## src/rtl/ss_stream_integrator_pkg.sv

```systemverilog
// Shared definitions for the stochastic-stream blocks: FSM encodings and default sizing.
package ss_stream_integrator_pkg;

  typedef enum logic {
    SS_IDLE = 1'b0,
    SS_RUN  = 1'b1
  } ss_state_e;

  localparam int SS_DEFAULT_N        = 16;
  localparam int SS_DEFAULT_WIN_LOG2 = 8;

endpackage

```

## src/rtl/ss_sat_counter.sv

```systemverilog
// Saturating up-counter with synchronous clear; 'total' is the value including this
// cycle's increment, so a caller can capture the final sum on the clearing edge.
module ss_sat_counter #(
  parameter int N = 16
) (
  input  logic         CLK,
  input  logic         INIT_N,
  input  logic         clr,
  input  logic         inc,
  output logic [N-1:0] total
);

  logic [N-1:0] value;

  // Holds at all-ones instead of wrapping.
  assign total = (inc && !(&value)) ? value + N'(1) : value;

  always_ff @(posedge CLK or negedge INIT_N) begin
    if (!INIT_N) begin
      value <= '0;
    end else if (clr) begin
      value <= '0;
    end else begin
      value <= total;
    end
  end

endmodule

```

## src/rtl/ss_stream_integrator.sv

```systemverilog
// Integrates a 1-bit stochastic stream over 2**WIN_LOG2-cycle windows and publishes the
// saturated ones-count through a VALID/READY output register with a sticky overrun flag.
module ss_stream_integrator
  import ss_stream_integrator_pkg::*;
#(
  parameter int N        = SS_DEFAULT_N,
  parameter int WIN_LOG2 = SS_DEFAULT_WIN_LOG2
) (
  input  logic         CLK,
  input  logic         INIT_N,
  input  logic         EN,
  input  logic         CLR,
  input  logic         IN,
  input  logic         READY,
  output logic [N-1:0] COUNT,
  output logic         VALID,
  output logic         OVERRUN,
  output logic         ACTIVE,
  output ss_state_e    STATE
);

  ss_state_e           state, state_next;
  logic [WIN_LOG2-1:0] win;
  logic                run;
  logic                win_end;
  logic                acc_clr;
  logic [N-1:0]        acc_total;

  assign run     = (state == SS_RUN);
  assign win_end = run && (&win);
  // Partial windows are dropped as soon as EN falls; a completed window still publishes.
  assign acc_clr = CLR || !run || !EN || win_end;

  ss_sat_counter #(.N(N)) u_acc (
    .CLK    (CLK),
    .INIT_N (INIT_N),
    .clr    (acc_clr),
    .inc    (run && IN),
    .total  (acc_total)
  );

  always_ff @(posedge CLK or negedge INIT_N) begin
    if (!INIT_N) begin
      state <= SS_IDLE;
    end else if (CLR) begin
      state <= SS_IDLE;
    end else begin
      state <= state_next;
    end
  end

  always_comb begin
    state_next = state;
    case (state)
      SS_IDLE: if (EN)  state_next = SS_RUN;
      SS_RUN:  if (!EN) state_next = SS_IDLE;
      default: state_next = SS_IDLE;
    endcase
  end

  always_ff @(posedge CLK or negedge INIT_N) begin
    if (!INIT_N) begin
      win <= '0;
    end else if (CLR || !run || !EN) begin
      win <= '0;
    end else begin
      win <= win + WIN_LOG2'(1);
    end
  end

  // Handshake: a result is consumed on any edge where VALID=1 and READY=1. A result
  // loading on the same edge takes priority: VALID stays 1 and only an unconsumed
  // result being replaced (READY=0) raises OVERRUN. COUNT holds until the next load.
  always_ff @(posedge CLK or negedge INIT_N) begin
    if (!INIT_N) begin
      COUNT   <= '0;
      VALID   <= 1'b0;
      OVERRUN <= 1'b0;
    end else if (CLR) begin
      COUNT   <= '0;
      VALID   <= 1'b0;
      OVERRUN <= 1'b0;
    end else if (win_end) begin
      COUNT <= acc_total;
      VALID <= 1'b1;
      if (VALID && !READY) OVERRUN <= 1'b1;
    end else if (VALID && READY) begin
      VALID <= 1'b0;
    end
  end

  assign ACTIVE = run;
  assign STATE  = state;

endmodule
```

## config.mk

```make
export PLATFORM = sky130hd
export DESIGN_NAME = ss_stream_integrator
export DESIGN_NICKNAME = d
export VERILOG_FILES = /design/src/rtl/ss_stream_integrator_pkg.sv /design/src/rtl/ss_sat_counter.sv /design/src/rtl/ss_stream_integrator.sv
export SDC_FILE = /design/constraint.sdc
export NUM_CORES = 1
export LEC_CHECK = 0
export ABC_CLOCK_PERIOD_IN_PS = 2340
export BUFFER_PORTS_ARGS = -buffer_cell sky130_fd_sc_hd__buf_2
export CORE_ASPECT_RATIO = 0.75
export CORE_MARGIN = 2
export CORE_UTILIZATION = 50
export DETAILED_ROUTE_END_ITERATION = 16
export PLACE_DENSITY = 0.7
export SLEW_MARGIN = 40
export SYNTH_ARGS = -nofsm -noshare
export SYNTH_HDL_FRONTEND = slang
export SYNTH_SLANG_ARGS = --single-unit
export TNS_END_PERCENT = 30
```

## constraint.sdc

```tcl
create_clock -name CLK -period 2.34 [get_ports CLK]
set_input_delay 0.234 -clock CLK [delete_from_list [all_inputs] [get_ports CLK]]
set_output_delay 0.234 -clock CLK [all_outputs]
set_load 0.03 [all_outputs]
```

* Word-level counts from Yosys, hierarchy flattened
Cells that the tools add are included.
** Word-level totals
- Bits in registers :: 43
- Output and inout port bits :: 20
** Operators by class
- $add $sub $neg :: 2
- Reductions and logical operators :: 18
- Mux-type cells :: 13
** Operators by type and width (number)
- 2-to-1 mux 16 bit :: 4
- adder 16 x 1 -> 16 bit (second input constant) :: 1
- AND reduction 16 bit :: 1
- adder 8 x 1 -> 8 bit (second input constant) :: 1
- 2-to-1 mux 1 bit :: 8
- 2-to-1 mux 8 bit :: 1
- AND reduction 8 bit :: 1
- logical AND 1 bit :: 5
- zero test 1 bit :: 4
- nonzero test 2 bit :: 2
- logical OR 1 bit :: 3
- nonzero test 3 bit :: 1
- AND reduction 2 bit :: 1

* Logic depth before layout (Yosys ltp)
Gate-level depths: netlist of run 1.
- Depth in word-level cells :: 6
- Gate-level depth with buffers :: 7
- Mapped depth without buffers :: 5

* By module
Synthesis of run 1 repeated with hierarchy kept, for this count alone.
** Second synthesis, totals
- Cells, all modules :: 219
- Area, all modules :: 2243.4 um^2
** Modules (own cells, without submodules)
- ss_stream_integrator :: cells an instance 117, times used 1, area each 1227.4 um^2
- ss_sat_counter :: cells an instance 102, times used 1, area each 1016.0 um^2

* Least setup slack after synthesis of run 1
No wires, ideal clock.
- Kind :: register -> register
- Start :: register state (netlist: ACTIVE)
- End :: register COUNT[13]
- Path slack :: 0.204 ns
- Data arrival time :: 2.067 ns
- Clock period less this slack :: 2.136 ns
- Path buffers :: 2
- Stages on the path, launching flop included :: 7
- Data required time :: 2.271 ns
- Setup time :: 0.069 ns
- Cells stage by stage :: dfrtp_1 -> buf_4 -> nand2_1 -> or4_1 -> buf_2 -> or4_1 -> nand3_1
** On the way
- Word-level cells in the longest chain between the ends :: 5
- Elaborated cells between the ends (all ways) :: 7
** Ends and longest elaborated chain
- from (decl) :: line ss_stream_integrator.sv:22 : ss_state_e state, state_next;
- from (signal assigned) :: line ss_stream_integrator.sv:48 : state <= state_next;
- logical AND 1 bit :: line ss_stream_integrator.sv:38 : .inc (run && IN),
- logical AND 1 bit :: line ss_sat_counter.sv:16 : assign total = (inc && !(&value)) ? value + N'(1) : value;
- 2-to-1 mux 16 bit :: line ss_sat_counter.sv:16
- 2-to-1 mux 16 bit :: line ss_stream_integrator.sv:83 : end else if (win_end) begin
- 2-to-1 mux 16 bit :: line ss_stream_integrator.sv:79 : end else if (CLR) begin
- to (signal assigned) :: line ss_stream_integrator.sv:84 : COUNT <= acc_total;
- to (decl) :: line ss_stream_integrator.sv:15 : output logic [N-1:0] COUNT,
Several ways; a longest one is shown, not always the timed one. The select of a mux whose other input is x is not followed.
A chain may end at the register's enable or synchronous reset.

* Worst setup path in the final report of run 1
- Start :: register win[0]
- End :: register COUNT[12]
** On the way
- Word-level cells in the longest chain between the ends :: 3
** Ends and longest elaborated chain
- from (decl) :: line ss_stream_integrator.sv:23 : logic [WIN_LOG2-1:0] win;
- from (signal assigned) :: line ss_stream_integrator.sv:67 : win <= win + WIN_LOG2'(1);
- AND reduction 8 bit :: line ss_stream_integrator.sv:30 : assign win_end = run && (&win);
- logical AND 1 bit :: line ss_stream_integrator.sv:30
- nonzero test 2 bit (no source line)
Every way passes these cells.

==> results of run 1 <==
[synthesized netlist by cell type (6+ instances only)]
cell type	number	area [sq um]
nand3_1	21	105.1
clkbuf_1	6	22.52
a21oi_1	16	80.08
xor2_1	6	52.55
dfrtp_1	43	1076
nand2_1	26	97.59
nor2_1	14	52.55
or4_1	14	105.1
or3_1	11	68.82
nor3_1	7	35.03
nand4_1	10	62.56
o21ai_0	14	70.07
o211ai_1	11	82.58
[worst max path at each step]
stage / start / slack (ns) / to
global placement: win[0] / 0.27 / COUNT[10]
CTS: win[0] / 0.29 / COUNT[10]
detailed placement: win[0] / 0.29 / COUNT[12]
finish: win[0] / 0.29 / COUNT[12]
global route: win[0] / 0.12 / COUNT[10]
floorplan: ACTIVE / 0.20 / COUNT[13]
[per-layer routing]
layer  up-vias  routed length [um]
li1        954                   -
met1       911                2607
met2        37                2026
met3         7                 183
met4         0                  60
met5         -                   0
[power by group through the flow]
stage	clock network [uW]	registers [uW]	logic, uW
after floorplan	0	762	16.5
after global placement	0	762	46.2
after detailed placement	0	762	47.0
after CTS	528	747	48.5
after global routing	563	747	53.8
final	519	747	46.5
[state kept, by name (all words and copies together), names as in the netlist]
signal,count
win,8
COUNT,16
u_acc.value,16
VALID,1
ACTIVE,1
OVERRUN,1
[cell families (layout without fill, tap and decap cells)]
logic type,Yosys count,count (layout),synth area share [%]
fa+ha+maj,2,2,1.133
simple gates,119,119,29.40
flops,43,43,48.73
buf+inv,13,42,3.116
xor+xnor,7,7,2.776
compound gates,51,51,14.39
mux,1,1,0.4533
[metrics by stage]
step / power [uW] / std cells
6_report: 1313 / 320
5_1_grt: 1364 / 320
4_1_cts: 1324 / 320
3_5_place_dp: 808.7 / 311
3_3_place_gp: 807.8 / 311
2_1_floorplan: 778.4 / 236
[worst max-delay path: stages (launching register included)]
cell     delay [ns]
dfrtp_1        0.42
ha_1           0.29
nand4_1        0.16
or3_1          0.55
or4_1          0.48
nand3_1        0.09
[area by class of cell]
cell class,instances,area (sq um)
clock buffer,8,100.1
fill,381,1648
multi-input combinational,180,1064
sequential,43,1076
tap,55,68.82
timing repair buffer,34,197.7
[what timing repair did]
action | 4_1_cts | 5_1_grt
endpoints found under the setup margin | 0 | 0
hold buffers | 1 | 0
hold endpoints to repair | 43 | 0
==> impl_metrics.csv, run 1 <==
group,metric,value,unit
global_route,grt_usage,23.00,%
clock_network,htree_num_levels,2,
floorplan,rows,20,
finish,fin_nets,272,
finish,postLayoutCellArea,2506,sq um
placement,numPortBuffers,25,
critical_path,arrival,2.29,ns
min_path,whs_path_depth,2,
global_route,antenna_found_initial,0,
critical_path,timing.rr.end,"COUNT[12]",
placement,dpl_worst_slack,0.2945,ns
power,p_clk_share,39.6,%
placement,placed_area,2396,sq um
sta,drv_slew,0,
global_route,grt_pass1_vias,1756,
global_route,gr-usage-met3,5.279,%
critical_path,worstRegToRegCells,5,
logic_synthesis,ys_ff_latch,43,
clock_network,clkSinkCount,43,
placement,hpwl,3340,um
logic_synthesis,async_flop_share,100.0,%
clock_network,cts_tree,"done",
global_route,use_met1,33.84,%
critical_path,startpoint_type,"flip-flop",
clock_network,root_buffer,"clkbuf_8",
critical_path,end_kind,"flip-flop",
clock_network,cts_setup_buffers,0,
power,internal-power,1026,uW
sta,hold_viol,0,
finish,diodes,0,
floorplan,die_x,80.74,um
clock_network,cts_buffers,5,
detailed_routing,viasPerCell,5.966,
logic_synthesis,synth_cell_types,34,
finish,synthToLayoutAreaGrowth,13.48,%
logic_synthesis,synth_fp_nets,244,
global_route,top_usage_layer,"met1",
power,seq_power_share,56.9,%
global_route,grt_pass1_wl,8452,um
sta,fin_crit_sh,87.81,%
sta,timing.final.ws_setup,0.2853,ns
sta,slew_headroom,64.76,%
detailed_routing,drc_errors,0,
global_route,use_met2,33.10,%
detailed_routing,final_antenna_net_count,0,
clock_network,cts_resized,0,
finish,utilization,60.33,%
floorplan,dieArea,4970,sq um
finish,drive_gt1_share,15.85,%
sta,setup_tns,0,ns
min_path,worstHoldPathType,"in2reg",
power,cellPowerDensity,523.8,nW/um^2
logic_synthesis,synthCells,236,
floorplan,ios,26,
logic_synthesis,synth-edff-count,0,
logic_synthesis,ys_seq_area_share,48.73,%
detailed_routing,dr.first_iter.drc_count,164,
sta,holdWs,0.1630,ns
placement,gp_congestion,0.8766,
logic_synthesis,synth_ff_type,"dfrtp_1",
floorplan,start_util,53.16,%
sta,finalClockSkew,0.009457,ns
critical_path,cp.required,2.58,ns
detailed_routing,wl_per_cell,15.24,um
detailed_routing,drt-total-wl,4877,um
min_path,worstHoldStart,"CLR",
min_path,hold-path-endpoint,"OVERRUN",
global_route,overflow,0,
critical_path,path_class,"reg2reg",
critical_path,rr_startpoint,"win[0]",
power,switchingPower,287.0,uW
floorplan,die_h,61.56,um
sta,period_needed,2.055,ns
logic_synthesis,syn-cell-area,2208,sq um
power,comb_power_share,3.5,%
clock_network,path_clk_slew,0.08,ns
sta,tightest_slew,0.5286,ns
clock_network,clk_latency,0.30,ns
finish,final_common_cell,"dfrtp_1",
power,irDropWorstVdd,0.3494,mV
finish,layout_common_cells,"dfrtp_1, nand2_1, buf_2",
sta,fmax,0.4867,GHz
power,switching_share,21.86,%
power,power_leakage,0.001061,uW
detailed_routing,dr.pass1.iters,4,
critical_path,cp_max_fo,15,
sta,final-setup-viol-count,0,
clock_network,cts.path.max_buffers,2,
detailed_routing,dr_total_vias,1909,
floorplan,coreArea,4154,sq um
sta,grt_setup_unrepaired,"false",
flow_run,drv_cap,0,
global_route,grt_max_degree,44,
logic_synthesis,yosysWarnings,0,
logic_synthesis,avgSynthCellArea,9.357,sq um
outcome,status,"finished clean",
critical_path,reg2reg_setup_slack,0.29,ns
No activity file was read; power rests on OpenSTA's default activity.
==> run 2: changes to the inputs <==
- SYNTH_HIERARCHICAL: not set -> 1
==> impl_metrics.csv, run 2 <==
group,metric,value,unit
logic_synthesis,ys_top_cells_by_count,"dfrtp_1, nand2_1, mux2i_1, nor2b_1, nor2_1",
logic_synthesis,synth_fp_nets,227,
detailed_routing,dr_total_vias,1724,
global_route,grt_max_degree,32,
sta,hold_viol,0,
clock_network,cts_hold_buf,1,
detailed_routing,final_antenna_net_count,0,
finish,n_fill_cell,402,
detailed_routing,wl_per_cell,14.45,um
logic_synthesis,yosysTopAreaCell,"dfrtp_1",
detailed_routing,drc_errors,0,
logic_synthesis,synth_cell_types,49,
sta,period_needed,2.118,ns
finish,drive_gt1_share,21.43,%
floorplan,rows,21,
detailed_routing,dr.first_iter.drc_count,97,
clock_network,cts_resized,0,
power,cellPowerDensity,575.2,nW/um^2
finish,reg.largest.list,"COUNT (16), u_acc/value (16), win (8)",
floorplan,die_x,81.35,um
critical_path,arrival,2.34,ns
logic_synthesis,ys_ff_latch,43,
detailed_routing,dr.pass1.iters,4,
finish,utilization,58.60,%
floorplan,start_util,51.13,%
sta,fmax,0.4721,GHz
finish,instances_no_fill,309,
logic_synthesis,ys_seq_area_share,47.96,%
sta,slew_headroom,61.72,%
placement,gp_congestion,0.8552,
finish,fin_nets,259,
sta,fin_crit_sh,90.53,%
sta,tightest_slew,0.5662,ns
detailed_routing,drt-total-wl,4465,um
power,power_leakage,0.001156,uW
global_route,overflow,0,
clock_network,cts_buffers,5,
clock_network,clkSinkCount,43,
global_route,grt_pass1_wl,7514,um
logic_synthesis,async_flop_share,100.0,%
flow_run,drv_cap,0,
placement,hpwl,3135,um
clock_network,htree_num_levels,2,
global_route,grt_usage,19.78,%
logic_synthesis,avgSynthCellArea,10.24,sq um
floorplan,ios,26,
placement,placed_cells,300,
sta,setup_tns,0,ns
clock_network,cts_tree,"done",
clock_network,root_buffer,"clkbuf_8",
logic_synthesis,synthCells,219,
critical_path,cp.required,2.56,ns
logic_synthesis,synth_top_area_share,47.96,%
logic_synthesis,synth-edff-count,0,
finish,synthToLayoutAreaGrowth,14.61,%
finish,diodes,0,
floorplan,coreArea,4388,sq um
logic_synthesis,synth_ff_type,"dfrtp_1",
critical_path,startpoint_type,"flip-flop",
sta,finalClockSkew,0.009484,ns
global_route,grt_pass1_vias,1572,
clock_network,clk_latency,0.29,ns
clock_network,cts_setup_buffers,0,
clock_network,cts.path.max_buffers,2,
critical_path,end_kind,"flip-flop",
finish,layout_common_cells,"dfrtp_1, nand2_1, buf_2",
logic_synthesis,netlist_top_cells_area,"dfrtp_1, nand2_1, mux2i_1",
floorplan,dieArea,5044,sq um
critical_path,cp_max_fo,8,
detailed_routing,viasPerCell,5.579,
logic_synthesis,syn-cell-area,2243,sq um
sta,drv_slew,0,
power,irDropWorstVdd,0.3484,mV
global_route,antenna_found_initial,0,
clock_network,path_clk_slew,0.08,ns
outcome,status,"finished clean",
min_path,worstHoldPathType,"in2reg",
critical_path,path_class,"reg2reg",
floorplan,die_h,62.01,um
sta,final-setup-viol-count,0,
sta,grt_setup_unrepaired,"false",
placement,numPortBuffers,25,
logic_synthesis,yosysWarnings,6,
[run 2: changes by cell type after synthesis, sizes merged, moves of 11 or more]
cell / change
nand2: +17
mux2i: +15
nand3: -14
or4: -12
nor2b: +11
o211ai: -11
o21ai: -11
[run 2: critical path: stages, from the launching register on]
cell and delay, ns:
dfrtp_1 0.42, and2_1 0.25, nand3_1 0.12, or3_1 0.46
or4_4 0.53, nand2_1 0.08, nand2_1 0.05, mux2i_1 0.14
[run 2: worst paths after layout]
path / start / to / slack (ns) / cells past startpoint
worst max-delay path: ACTIVE / COUNT[9] / 0.22 / 7
worst min-delay path: CLR / VALID / 0.13 / 2
worst max register to register: ACTIVE / COUNT[9] / 0.22 / 7
worst min register to register: win[0] / win[0] / 0.47 / 1
max in group asynchronous: INIT_N / ACTIVE / 1.30 / 3
min in group asynchronous: INIT_N / u_acc/value[5] / 0.35 / 2
[run 2: final cells by class]
type	instances	area (sq um)	share of cell area, %
multi-input cells	165	1089	42.34
clock inverters	2	60.06	2.336
well taps	57	71.32	2.774
flip-flops and latches	43	1076	41.85
clock buffers	6	72.57	2.822
inverters	2	7.507	0.2920
repair buffers	34	195.2	7.591
[run 2: layer usage]
layer,wire length [um],GRT usage (%),part of all wire [%]
met4,55,6.538,1.2
met5,0,0,0
met3,202,4.335,4.5
met1,2299,28.24,51
met2,1908,30.33,43
[run 2: per-stage QoR]
| stage | hold WS (ns) | cell area (sq um) | power, uW | setup slack [ns] |
|---|---|---|---|---|
| after floorplan | -0.06159 | 2243 | 783.9 | 0.2047 |
| after global placement | 0.1402 | 2429 | 811.3 | 0.3190 |
| after detailed placement | 0.1459 | 2429 | 811.7 | 0.2563 |
| after CTS | 0.1237 | 2571 | 1496 | 0.2274 |
| after global routing | 0.1391 | 2571 | 1535 | 0.05777 |
| final | 0.1311 | 2571 | 1479 | 0.2217 |
[run 2: kinds of logic after synthesis]
group                      Yosys count  share of synthesized area, %
xor gates and xnor gates            10                         3.904
adders and majority gates            2                         1.115
buffers and inverters               11                         3.513
DFF                                 43                         47.96
muxes                               21                         9.815
AOI/OAI and AO/OA                   26                         7.975
and+or+nand+nor                    106                         25.71
[run 2: report_power, final]
part / total [uW] / switching [uW] / leakage (uW) / internal [uW]
Combinational: 51.2 / 36.7 / 0.000491 / 14.5
Sequential: 745 / 1.69 / 0.000600 / 744
Clock: 682 / 256 / 0.0000654 / 427
Total: 1480 / 294 / 0.00116 / 1180
